==> config.mk <==
export PLATFORM = sky130hd
export DESIGN_NAME = ram_arbiter
export DESIGN_NICKNAME = d
export VERILOG_FILES = /design/src/rtl/ram_arbiter.sv
export SDC_FILE = /design/constraint.sdc
export NUM_CORES = 1
export LEC_CHECK = 0
export ABC_CLOCK_PERIOD_IN_PS = 4050
export CORE_AREA = 2 2 164 166
export CTS_CLUSTER_DIAMETER = 100
export DETAILED_ROUTE_END_ITERATION = 8
export DIE_AREA = 0 0 166 168
export PLACE_DENSITY = 0.63
export SYNTH_ARGS = -nofsm -noshare
export SYNTH_HDL_FRONTEND = slang
export SYNTH_SLANG_ARGS = --single-unit
==> constraint.sdc <==
create_clock -name clk -period 4.05 [get_ports clk]
set_clock_uncertainty 0.1 [all_clocks]
set_input_delay 0.81 -clock clk [delete_from_list [all_inputs] [get_ports clk]]
set_output_delay 0.81 -clock clk [all_outputs]
set_load 0.02 [all_outputs]
==> src/rtl/ram_arbiter.sv <==
// ram_arbiter
//   Shares one single-port 256 x 64 RAM between two requesters (m0, m1).
//   One access is accepted per cycle; the accepted command is registered onto
//   the RAM pins the following cycle, and read data is returned two cycles
//   after the grant with a one-cycle rvalid strobe to the requester that
//   issued the read.
//
// Parameters
//   FIXED_PRI  0 = round-robin on contention, 1 = m0 always wins contention
//
// Ports
//   clk, reset_n                 clock, asynchronous active-low reset
//   mX_req/wr/addr/wdata (in)    request, 1=write/0=read, word address, data
//   mX_grant (out)               combinational accept, only while mX_req high
//   mX_rvalid (out)              registered read-data strobe for requester X
//   mX_rdata (out)               RAM read data (same wire for both requesters)
//   cen, wen, s_addr, s_din      registered RAM command
//   s_dout (in)                  RAM read data, one clock after the read edge
//
// Handshake: a request is accepted in the cycle where mX_req and mX_grant are
// both high. The requester keeps wr/addr/wdata stable while mX_req is high and
// not yet granted; dropping mX_req before a grant withdraws the request.

module ram_arbiter #(
  parameter int unsigned FIXED_PRI = 0
) (
  input  logic        clk,
  input  logic        reset_n,

  input  logic        m0_req,
  input  logic        m0_wr,
  input  logic [7:0]  m0_addr,
  input  logic [63:0] m0_wdata,
  output logic        m0_grant,
  output logic        m0_rvalid,
  output logic [63:0] m0_rdata,

  input  logic        m1_req,
  input  logic        m1_wr,
  input  logic [7:0]  m1_addr,
  input  logic [63:0] m1_wdata,
  output logic        m1_grant,
  output logic        m1_rvalid,
  output logic [63:0] m1_rdata,

  output logic        cen,
  output logic        wen,
  output logic [7:0]  s_addr,
  output logic [63:0] s_din,
  input  logic [63:0] s_dout
);

  // Registered state
  logic        cen_q,      cen_d;
  logic        wen_q,      wen_d;
  logic [7:0]  s_addr_q,   s_addr_d;
  logic [63:0] s_din_q,    s_din_d;
  logic        rd_pend_q,  rd_pend_d;
  logic        rd_owner_q, rd_owner_d;
  logic        last_gnt_q, last_gnt_d;
  logic        m0_rvalid_q, m0_rvalid_d;
  logic        m1_rvalid_q, m1_rvalid_d;

  // Arbitration results for the current cycle
  logic        gnt0;
  logic        gnt1;
  logic        gnt_any;
  logic        gnt_idx;
  logic        sel_wr;
  logic [7:0]  sel_addr;
  logic [63:0] sel_wdata;

  // Grant decision. Grants are suppressed while reset is asserted so nothing
  // is accepted that the cleared issue stage would then lose.
  always_comb begin
    gnt0 = 1'b0;
    gnt1 = 1'b0;
    if (reset_n) begin
      if (m0_req && m1_req) begin
        if (FIXED_PRI != 0) begin
          gnt0 = 1'b1;
        end else if (last_gnt_q) begin
          // m1 won last time, so m0 goes now
          gnt0 = 1'b1;
        end else begin
          gnt1 = 1'b1;
        end
      end else begin
        gnt0 = m0_req;
        gnt1 = m1_req;
      end
    end
  end

  assign m0_grant = gnt0;
  assign m1_grant = gnt1;

  // Next-state for issue, read tracking and response stages
  always_comb begin
    gnt_any   = gnt0 | gnt1;
    gnt_idx   = gnt1;
    sel_wr    = gnt1 ? m1_wr    : m0_wr;
    sel_addr  = gnt1 ? m1_addr  : m0_addr;
    sel_wdata = gnt1 ? m1_wdata : m0_wdata;

    cen_d      = gnt_any;
    wen_d      = gnt_any & sel_wr;
    // Address and data hold when idle to avoid needless RAM pin toggling
    s_addr_d   = gnt_any ? sel_addr  : s_addr_q;
    s_din_d    = gnt_any ? sel_wdata : s_din_q;

    rd_pend_d  = gnt_any & ~sel_wr;
    rd_owner_d = (gnt_any & ~sel_wr) ? gnt_idx : rd_owner_q;
    last_gnt_d = gnt_any ? gnt_idx : last_gnt_q;

    // A read on the pins this cycle has its data on s_dout next cycle
    m0_rvalid_d = rd_pend_q & ~rd_owner_q;
    m1_rvalid_d = rd_pend_q &  rd_owner_q;
  end

  always_ff @(posedge clk or negedge reset_n) begin
    if (!reset_n) begin
      cen_q       <= 1'b0;
      wen_q       <= 1'b0;
      s_addr_q    <= 8'd0;
      s_din_q     <= 64'd0;
      rd_pend_q   <= 1'b0;
      rd_owner_q  <= 1'b0;
      last_gnt_q  <= 1'b1;
      m0_rvalid_q <= 1'b0;
      m1_rvalid_q <= 1'b0;
    end else begin
      cen_q       <= cen_d;
      wen_q       <= wen_d;
      s_addr_q    <= s_addr_d;
      s_din_q     <= s_din_d;
      rd_pend_q   <= rd_pend_d;
      rd_owner_q  <= rd_owner_d;
      last_gnt_q  <= last_gnt_d;
      m0_rvalid_q <= m0_rvalid_d;
      m1_rvalid_q <= m1_rvalid_d;
    end
  end

  assign cen       = cen_q;
  assign wen       = wen_q;
  assign s_addr    = s_addr_q;
  assign s_din     = s_din_q;
  assign m0_rvalid = m0_rvalid_q;
  assign m1_rvalid = m1_rvalid_q;
  assign m0_rdata  = s_dout;
  assign m1_rdata  = s_dout;

endmodule

==> Word level (Yosys, flattened, before mapping) <==
Cells that the tools add are included.
{ "op_classes": {"mux": 9, "n_reduce_logical": 1, "bitwise": 7} }
{ "op_table": {"columns": ["operator", "count"], "rows": [
  ["two-way mux 64 bit", 1],
  ["two-way mux 8 bit", 1],
  ["two-way mux 1 bit", 7],
  ["bitwise AND 1 bit", 4],
  ["NOT 1 bit", 2],
  ["logical AND 1 bit", 1],
  ["bitwise OR 1 bit", 1]
]} }
{ "word_totals": {"inputBits": 214, "register_bits": 79, "word_cells": 26} }

==> Depth between registers and ports, before layout <==
{ "depth": {"depth_word": 6, "depth_mapped": 5} }

==> Least setup slack after synthesis <==
OpenSTA, ideal clock, no wires.
{ "synth_path": {"kind": "input to output", "from": "in m0_req", "to": "out m1_grant", "cell_stages": 4, "arrival_time_ps": 1473, "t_required_ps": 3140, "n_path_buf": 1, "slack_ps": 1667, "path_cell_list": "and2_1 buf_6 or2_1 inv_1"} }
{ "synth_between": {"elab_chain_len": 3} }
{ "synth_lines": {"columns": ["item", "line_no", "source"], "rows": [
  ["from (decl)", "30", "input logic m0_req,"],
  ["logical AND 1 bit", "79", "if (m0_req && m1_req) begin"],
  ["two-way mux 1 bit", "79", null],
  ["two-way mux 1 bit", "78", "if (reset_n) begin"],
  ["to (decl)", "42", "output logic m1_grant,"]
]} }
Every way passes these cells.

==> Worst setup path after layout <==
{ "layout_path": {"from": "in m0_req", "to": "out m0_grant"} }
{ "layout_between": {"elab_chain_len": 3} }
{ "layout_lines": {"columns": ["item", "line_no", "source"], "rows": [
  ["logical AND 1 bit", "79", null],
  ["two-way mux 1 bit (*)", "79", null],
  ["two-way mux 1 bit (*)", "78", null],
  ["to (decl)", "34", "output logic m0_grant,"]
]} }
Mark *: on every way between the ends. The rest lies on a longest branch, timed or not.

==> summary.md <==
| Metric | Value |
|---|---|
| Cell Chain, Critical Path | clkdlybuf4s50_1 -> nand2_1 -> nor2_1 -> clkdlybuf4s50_1 |
| DRT Pass-1 Iters | 5 |
| RR Startpoint | last_gnt_q$_DFFE_PN1P_ |
| Most common cell after layout, fill and taps aside | clkdlybuf4s50_1 |
| Largest area contributor in the netlist | dfrtp_1 |
| Layout cell share with drive strength beyond 1 | 0.0533 |
| # IOs | 420 |
| Area contributors post-synth | dfrtp_1 38%, buf_4 19%, o2111ai_1 12%, a31oi_1 8.8%, o21ai_1 5.8% |
| Fin util | 0.264 |
| Fin crit share | 0.774 |
| Mapped Cells | about 580 |
| Layout area overhead | 35.8% |
| Die H | 168 µm |
| First-pass GRT wire length | 30100 µm |
| Initial Util | 0.194 |
| # fillers | 2794 |
| Chip width | 166 µm |
| Post-Syn Nets | 791 |
| CTS root buf | clkbuf_16 |
| Latest clock arrival within the worst-skew pair | 0.35 ns |
| Worst path required time | 3.14 ns |
| Power per cell area | 390 nW/µm² |
| Drt via density | about 4.7 |
| Share of the synthesized area in the top cell type | 0.381 |
| GRT met2 Usage | 0.240 |
| Post-DRT Antenna Nets | 0 |
| Post-route DRC | 0 |
| Pleak | 0.00242 µW |
| Core Footprint | between 20000 and 30000 µm² |
| Final HPWL DP | 14300 µm |
| Switch share | 0.321 |
| Postcts setup bufs | 0 |
| CP Data Arrival Time | 2.23 ns |
| Number of gates resized after CTS | 0 |
| Hold Violations, Final | 0 |
| Most used cell, CP | clkdlybuf4s50_1 |
| Vias in the first global route | roughly 4500 |
| Number of H-tree levels | 3 |
| CP max-delay cell | clkdlybuf4s50_1 |
| Clk slew on worst S/H paths | 0.08 ns |
| Sequential Power Share | 0.354 |
| Initial antenna violation count | 0 |
| Final #Nets | 847 |
| Count of input and output buffers | 227 |
| Met1 Resource Use GR | 0.162 |
| Most frequent cells in the layout | 224 x clkdlybuf4s50_1, 78 x dfrtp_1, 73 x nor2_1, 73 x o2111ai_1, 72 x a31oi_1 |
| Worst slew pin tran | 0.905 ns |
| Setup TNS | 0 ns |
| Startpoint Class | input port |
| Reg2Reg Setup Slack | 2.03 ns |
| Synthesized area | 5120 µm² |
| Unrepaired setup endpoints after global routing | false |
| Initial drt markers | 374 |
| Most used routing layer | met2 |
| Relative slew slack | 0.397 |
| Sw Pwr | 869 µW |
| Yosys warning count | 0 |
| Worst R2R End | rd_pend_q$_DFF_PN0_ |
| Gr usage total | 0.141 |
| FMAX | 319 MHz |
| CP Capture Type | output pin |
| Pin count of the biggest net entering global routing | 150 |
| CP Class | input port to output pin |
| Min-delay worst type | input port to asynchronous set/reset pin |
| N_diodes | 0 |
| Peak supply drop | 0.199 mV |
| DR WL/cell | 20.8 µm |
| Max-cap violations | 0 |
| DRT Wirelength | 20400 µm |
| Slew Limit Fails | 0 |
| # rows | 60 |
| Num CTS Buffers | 9 |
| Unique masters post-synth | 22 |
| Hold Buf Count CTS | 0 |
| Vias | 4632 |
| Die area | 27900 µm² |
| CTS tree | yes |
| # setup viols final | 0 |
| Clk pwr share | 0.334 |
| Internal power | 1840 µW |
| Met3 GRT Util | 0.0527 |
| Max incr delay on CP | 0.63 ns |
| Worst R2R Path Depth | 4 |
| Min Tclk post-route | roughly 3.1 ns |
| Sequential fraction of the synthesis area | 0.386 |
| Synthesized flop and latch total | 79 |
| RD Place Congestion | 0.782 |
| Total gr overflow | 0 |
| Worst-path maximum fanout | 4 |
| Gate power share | 0.312 |
| Sink Count | 79 |
| Clk buf depth | 2 |
| Post-Syn Area per Cell | 8.87 µm² |
| Status | complete, no violations |
[area by class of cell]
type / instances / area [µm²] / share of cell area
Clock inverter: 7 / 95.1 / 0.0137
Sequential cell: 79 / 1980 / 0.285
Clock buffer: 9 / 225 / 0.0324
Multi-Input combinational cell: 304 / 1820 / 0.262
Inverter: 3 / 11.3 / 0.00162
Timing Repair Buffer: 236 / 2400 / 0.345
Tap cell: 341 / 427 / 0.0614
[worst max path at each step]
stage / start / endpoint / slack, ns / cells past startpoint
floorplan: m0_req / m1_grant / 1.67 / 4
global placement: m0_req / m0_grant / 0.89 / 4
detailed placement: m0_req / m0_grant / 0.93 / 4
CTS: m0_req / m0_grant / 0.92 / 4
global route: m0_req / m0_grant / 0.88 / 4
finish: m0_req / m0_grant / 0.91 / 4
[synthesized netlist by cell type]
master     count
nor2_1        73
o31ai_1        1
dfstp_2        1
o2111ai_1     73
and3_1         1
a21boi_0       1
o21ai_1       59
nand2_1        2
and2_1         2
dfrtp_1       78
or2_1          1
o21a_2         1
clkbuf_1       5
o21ai_0       16
buf_2         46
inv_1          2
buf_1          1
nor2b_1        2
inv_2          1
buf_4        132
a31oi_1       72
buf_6          7
[stage by stage]
stage | area, µm² | setup slack, ns | hold WS, ns | std cells | power, µW
finish | 6950 | 0.914 | 0.146 | 979 | 2710
CTS | 6950 | 0.917 | 0.128 | 979 | 2760
detailed placement | 6630 | 0.926 | 0.369 | 963 | 1830
global placement | 6630 | 0.894 | 0.365 | 963 | 1820
global route | 6950 | 0.883 | 0.123 | 979 | 2860
floorplan | 5120 | 1.67 | 0.317 | 577 | 1540
[critical path, delay by kind of cell]
| family | cells | cell delay, ns |
|---|---|---|
| AND/OR/NAND/NOR | 2 | 0.24 |
| buffers and inverters | 2 | 1.18 |
[sequential cells by signal, summed over array words and instances, names as in the netlist]
| register | flops |
|---|---|
| m0_rvalid | 1 |
| m1_rvalid | 1 |
| last_gnt_q | 1 |
| rd_owner_q | 1 |
| s_din | 64 |
| wen | 1 |
| s_addr | 8 |
| rd_pend_q | 1 |
| cen | 1 |
[power groups by stage]
stage	Clock, µW	Sequential [µW]	Combinational [µW]
3_5_place_dp	0	974	852
3_3_place_gp	0	969	849
2_1_floorplan	0	1100	447
6_report	906	958	845
5_1_grt	976	973	907
4_1_cts	943	960	854
[per-layer routing]
| metal | vias up | wire, µm | part of all wire |
|---|---|---|---|
| li1 | 2120 | - | - |
| met1 | 2195 | 7910 | 0.39 |
| met2 | 285 | 10000 | 0.49 |
| met3 | 32 | 1890 | 0.093 |
| met4 | 0 | 604 | 0.030 |
| met5 | - | 0 | 0 |
[cell families (layout without fill, tap and decap cells)]
kind of cell    after synthesis  after routing  share of synthesized area
flops                        79             79                      0.386
compound gates              223            223                      0.291
buf+inv                     194            255                      0.261
simple gates                 81             81                     0.0623
Power figures use the tool's default switching activity.
==> edit 1: new RTL, config.mk and constraints unchanged <==
Make the reset (`reset_n`) synchronous in one clocked block. Comments in the files are not updated.
--- a/src/rtl/ram_arbiter.sv
+++ b/src/rtl/ram_arbiter.sv
@@ -119,5 +119,5 @@
   end
 
-  always_ff @(posedge clk or negedge reset_n) begin
+  always_ff @(posedge clk) begin
     if (!reset_n) begin
       cen_q       <= 1'b0;
Function: differs if reset_n is asserted again (counterexample within 4 cycles, from zero or initial values and one cycle with reset_n low); with reset_n held inactive, the same outputs for 4 cycles.
==> edit 1 against the original RTL <==
Sequential cell count unchanged. Synthesized cell count down 1.6%. Fmax down 4.7%. Routed wire length down 9.9%. Total power down 12%. Combinational power down 34%. Final area down 8.6%. Sequential power down 7.8%. Via count down 8.5%. Synthesized area down 13%. Setup slack worse by 0.16 ns. Largest cell class unchanged.
==> edit 1: results (changes against the original RTL) <==
largest_register_ff_count: 64  # unchanged
port-buffer-count: 227  # unchanged
placed_area_sq_mm: 0.006020  # -9.2%
post-dp-hpwl_mm: 13.03  # -9.0%
synthTopCellsByCount: "sky130_fd_sc_hd__nand2_1, sky130_fd_sc_hd__buf_4, sky130_fd_sc_hd__dfxtp_1"
synthCells: 568  # -1.6%
synth_flop_cell: "sky130_fd_sc_hd__dfxtp_1"
async_flop_share_pct: 0  # -100 points
peakVddDrop_v: 0.0001919  # -3.7%
grt_util_all_layers_pct: 12.65  # -1.5 points
cts-htree-levels: 3  # unchanged
run_status: "complete, no violations"
drt-initial-drc-count: 248  # -34%
timing_hold_violations_final: 0  # unchanged
post_drt_via_cell_ratio: 4.313  # -8.8%
layout.cells.non_filler: 983  # +0.41%
max-clock-path-buffers: 2  # unchanged
critical_path.top_delay_family: "buffers and inverters"
ys_warn_count: 0  # unchanged
nets: 851  # +0.47%
internal-power_uw: 1704  # -7.5%
grt_max_degree: 76  # -49%
routabilityCongestion: 0.7769  # -0.64%
cts_root_buffer: "sky130_fd_sc_hd__clkbuf_16"
arrival_time_at_the_worst_endpoint_ns: 2.38  # +0.15 ns
synth.yosys.seq_area_share_pct: 35.64  # -3.0 points
detail_route.first_pass.iterations: 5  # unchanged
power_per_cell_area_mw_per_mm2: 374.0  # -4.1%
ys_types: 23  # +4.5%
worst_setup_hold_path_clk_slew_ns: 0.07
worst_skew_pair.late_latency_ns: 0.34
synth_nets: 782  # -1.1%
max_slew_margin_pct: 37.20  # -2.5 points
drt-total-wl_mm: 18.39  # -9.9%
total_leakage_power_uw: 0.002192  # -9.5%
dpl.cell_count: 967  # +0.42%
final_layout_size_suffix_gt1_share_pct: 4.673  # -0.66 points
crit_path_max_fanout: 5  # +1
synthTopCellsByArea: "sky130_fd_sc_hd__dfxtp_1, sky130_fd_sc_hd__buf_4, sky130_fd_sc_hd__o311ai_1"
vias_in_the_first_global_route: 4072  # -9.4%
initial_antenna_violation_count: 0  # unchanged
grt_util_met2_pct: 22.19  # -1.8 points
grt.met1_usage_pct: 13.19  # -3.0 points
worst_path_largest_cell_delay_ns: 0.61  # -0.02 ns
globalRouteMet3Util_pct: 6.041  # +0.78 points
hold_class: "reg -> reg"
post_cts_resize_count: 0  # unchanged
grt_pass1_wl_mm: 27.01  # -10%
==> edit 1: changes by cell type in the layout (fill, tap and decap cells not counted), sizes merged, moves of 73 or more <==
cell     before  now
nand3         0   73
nand2         2  148
dfrtp        78    0
dfxtp         0   79
o2111ai      73    0
==> edit 1: cell families (layout without fill, tap and decap cells) <==
| family | Yosys count | in the layout | share of synthesized area (%) |
|---|---|---|---|
| compound gates | 79 | 79 | 15.11 |
| buf+inv | 178 | 252 | 26.98 |
| flops | 79 | 79 | 35.64 |
| simple gates | 232 | 232 | 22.27 |
==> edit 1: worst paths after layout <==
| kind | startpoint | endpoint | slack, ns | cells past startpoint |
|---|---|---|---|---|
| max | m0_req | m1_grant | 0.76 | 4 |
| min | rd_pend_q | m0_rvalid | 0.35 | 2 |
| max reg2reg | last_gnt_q | s_din[55] | 2.09 | 4 |
| min reg2reg | rd_pend_q | m0_rvalid | 0.35 | 2 |
==> edit 1: cell type report <==
class | instances | area [sq um]
Fill cell | 2893 | 20000
Timing Repair Buffer | 234 | 2322
Multi-Input combinational cell | 311 | 1682
Sequential cell | 79 | 1582
Tap cell | 341 | 426.7
Clock buffer | 10 | 239.0
Clock inverter | 6 | 92.59
Inverter | 2 | 7.507
==> edit 1: worst register-to-register path: cells and delay by family, from the launching register on <==
| kind | cells | cell delay (ns) |
|---|---|---|
| compound gates | 1 | 0.33 |
| buf+inv | 1 | 0.67 |
| flops | 1 | 0.36 |
| simple gates | 2 | 0.33 |
==> edit 1: routing by layer <==
layer | up-vias | wire, um | share of wire (%)
met1 | 1945 | 6777 | 37
met3 | 30 | 1901 | 10
li1 | 1984 | - | -
met4 | 0 | 548 | 3.0
met2 | 281 | 9167 | 50
met5 | - | 0 | 0
==> edit 1: stage by stage <==
| stage | util [%] | worst slack, ns |
|---|---|---|
| after floorplan | - | 1.504 |
| after global placement | 22.84 | 0.7728 |
| after detailed placement | 22.84 | 0.7638 |
| after CTS | 24.10 | 0.7638 |
| after global routing | 24.10 | 0.7034 |
| final | 24.10 | 0.7589 |
==> edit 1: power groups by stage <==
stage / clock network, uW / logic (uW) / registers (uW)
floorplan: 0 / 331 / 983
CTS: 980 / 568 / 883
detailed placement: 0 / 566 / 901
finish: 932 / 561 / 883
global placement: 0 / 566 / 898
global route: 1010 / 598 / 891
==> edit 2: new RTL, same flow settings <==
Made on the original files. Take the reset off `s_din_q` and load it in a clocked block of its own.
--- a/src/rtl/ram_arbiter.sv
+++ b/src/rtl/ram_arbiter.sv
@@ -124,5 +124,4 @@
       wen_q       <= 1'b0;
       s_addr_q    <= 8'd0;
-      s_din_q     <= 64'd0;
       rd_pend_q   <= 1'b0;
       rd_owner_q  <= 1'b0;
@@ -134,5 +133,4 @@
       wen_q       <= wen_d;
       s_addr_q    <= s_addr_d;
-      s_din_q     <= s_din_d;
       rd_pend_q   <= rd_pend_d;
       rd_owner_q  <= rd_owner_d;
@@ -141,4 +139,8 @@
       m1_rvalid_q <= m1_rvalid_d;
     end
+  end
+
+  always_ff @(posedge clk) begin
+    s_din_q <= s_din_d;
   end
 
Check against the original RTL: differs if reset_n is asserted again (counterexample within 4 cycles, from zero or initial values and one cycle with reset_n low); with reset_n held inactive, the same outputs for 10 cycles.
==> edit 2 against the original RTL <==
Final area shrank 6.6%. Sequential cell count is the same. Synthesized area fell by 13%. Setup slack got worse by 0.22 ns. Count of clock-buffer cells in the layout is the same. Total power decreased by 14%. Non-clock buffer count decreased by 4. Cell count down 20%. Routed wire length is 29% lower. Register-to-register slack worse by 0.06 ns. Critical path depth is 1 higher. Core utilization fell by 1.7 points.
==> edit 2: results (changes against the original RTL) <==
run_status: "complete, no violations"
cts-htree-levels: 3  # unchanged
synth_flop_cell: "sky130_fd_sc_hd__edfxtp_1"
arrival_time_at_the_worst_endpoint_ns: 2.44  # +0.21 ns
synth_xor_area_share_pct: 0  # unchanged
grt_max_degree: 67  # -55%
synth_nets: 549  # -31%
grt_pass1_wl_mm: 20.19  # -33%
routabilityCongestion: 0.8083  # +3.4%
initial_antenna_violation_count: 0  # unchanged
max-clock-path-buffers: 2  # unchanged
peakVddDrop_v: 0.0001686  # -15%
largest_register_ff_count: 64  # unchanged
crit_path_max_fanout: 10  # +6
drt-initial-drc-count: 121  # -68%
syn_avg_cell_area_sq_um: 13.34  # +50%
post-dp-hpwl_mm: 11.43  # -20%
detail_route.first_pass.iterations: 4  # -1
synthTopCellsByArea: "sky130_fd_sc_hd__edfxtp_1, sky130_fd_sc_hd__buf_4, sky130_fd_sc_hd__mux2_2"
ys_warn_count: 0  # unchanged
hold_class: "reg -> reg"
tightestPinTransition_ns: 0.5198  # -0.3852 ns
synth_fa_ha_area_share_pct: 0  # unchanged
grt_util_all_layers_pct: 9.982  # -4.1 points
main_combinational_cell_family_by_area_after_synthesis: "buffers and inverters"
ys_types: 25  # +14%
critical_path.top_delay_family: "buffers and inverters"
async_flop_share_pct: 18.99  # -81 points
worst_setup_hold_path_clk_slew_ns: 0.06  # -0.02 ns
dpl.cell_count: 767  # -20%
fillerInstances: 2767  # -0.97%
synth.mux.area_fraction_pct: 18.39  # +18 points
worst_path_largest_cell_delay_ns: 0.59  # -0.04 ns
post_drt_via_cell_ratio: 3.630  # -23%
drt-total-wl_mm: 14.42  # -29%
synth.yosys.seq_area_share_pct: 51.41  # +13 points
post-cts-setup-buffer-count: 0  # unchanged
total_leakage_power_uw: 0.002346  # -3.1%
port-buffer-count: 227  # unchanged
vias: 2842  # -39%
final_layout_size_suffix_gt1_share_pct: 19.91  # +15 points
timing.critical_path.slowest_stage_cell: "sky130_fd_sc_hd__clkdlybuf4s50_1"
vias_in_the_first_global_route: 2930  # -35%
synthTopCellsByCount: "sky130_fd_sc_hd__buf_4, sky130_fd_sc_hd__edfxtp_1, sky130_fd_sc_hd__mux2_2"
synth-compound-area-share_pct: 4.618  # -24 points
synth-edff-count: 64  # +64
nets: 651  # -23%
-- edit 2: cell count changes after synthesis, sizes merged --
cell,change
mux2,+64
nor2,-64
clkbuf,-1
edfxtp,+64
o21ai,-64
clkinv,+2
buf,-49
dfrtp,-64
o2111ai,-64
a31oi,-64
inv,-2
-- edit 2: final cells by class --
class                   count  area share (%)
inverters                   3          0.1734
clock buffers               9           3.468
well taps                 341           6.569
clock inverters             7           1.214
repair buffers            232           35.95
multi-input cells         112           17.24
flip-flops and latches     79           35.39
-- edit 2: cells by family (layout without fill, tap and decap cells) --
group                  Yosys count  count (layout)
AOI/OAI and AO/OA               31              31
buffers and inverters          144             251
DFF                             79              79
muxes                           64              64
and+or+nand+nor                 17              17
-- edit 2: per-layer routing --
layer / part of all wire [%] / GRT usage (%) / vias up
li1: - / - / 1266
met1: 33 / 9.594 / 1288
met5: 0 / 0 / -
met3: 12 / 5.477 / 39
met2: 51 / 17.43 / 249
met4: 3.9 / 4.802 / 0
-- edit 2: where the power goes --
group / switching [uW] / internal (uW) / total (uW)
sequential: 23.9 / 955 / 979
clock: 364 / 487 / 851
combinational: 204 / 300 / 504
total: 591 / 1740 / 2330
-- edit 2: worst paths after layout --
kind	slack, ns	end	cells after the start
max reg2reg	1.97	s_din[1]	4
min reg2reg	0.37	m1_rvalid	1
max	0.70	m1_grant	5
min	0.37	m1_rvalid	1
max in group asynchronous	2.79	last_gnt_q	2
min in group asynchronous	0.76	rd_owner_q	2
-- edit 2: per-stage QoR --
step,area [sq um],power (uW),setup slack (ns),util (%),hold WS [ns]
finish,6495,2333,0.6978,24.65,0.3715
global route,6495,2444,0.5883,24.65,0.4126
CTS,6495,2384,0.6976,24.65,0.3789
detailed placement,6191,1508,0.6983,23.49,0.3650
global placement,6191,1502,0.7064,23.49,0.3488
floorplan,4471,1392,0.6099,-,0.3169
-- edit 2: worst reg2reg max path: stages (launching register included) --
cell and delay [ns]:
sky130_fd_sc_hd__dfstp_2 0.55, sky130_fd_sc_hd__and2_4 0.19, sky130_fd_sc_hd__or2_4 0.15, sky130_fd_sc_hd__buf_12 0.32, sky130_fd_sc_hd__mux2_2 0.53
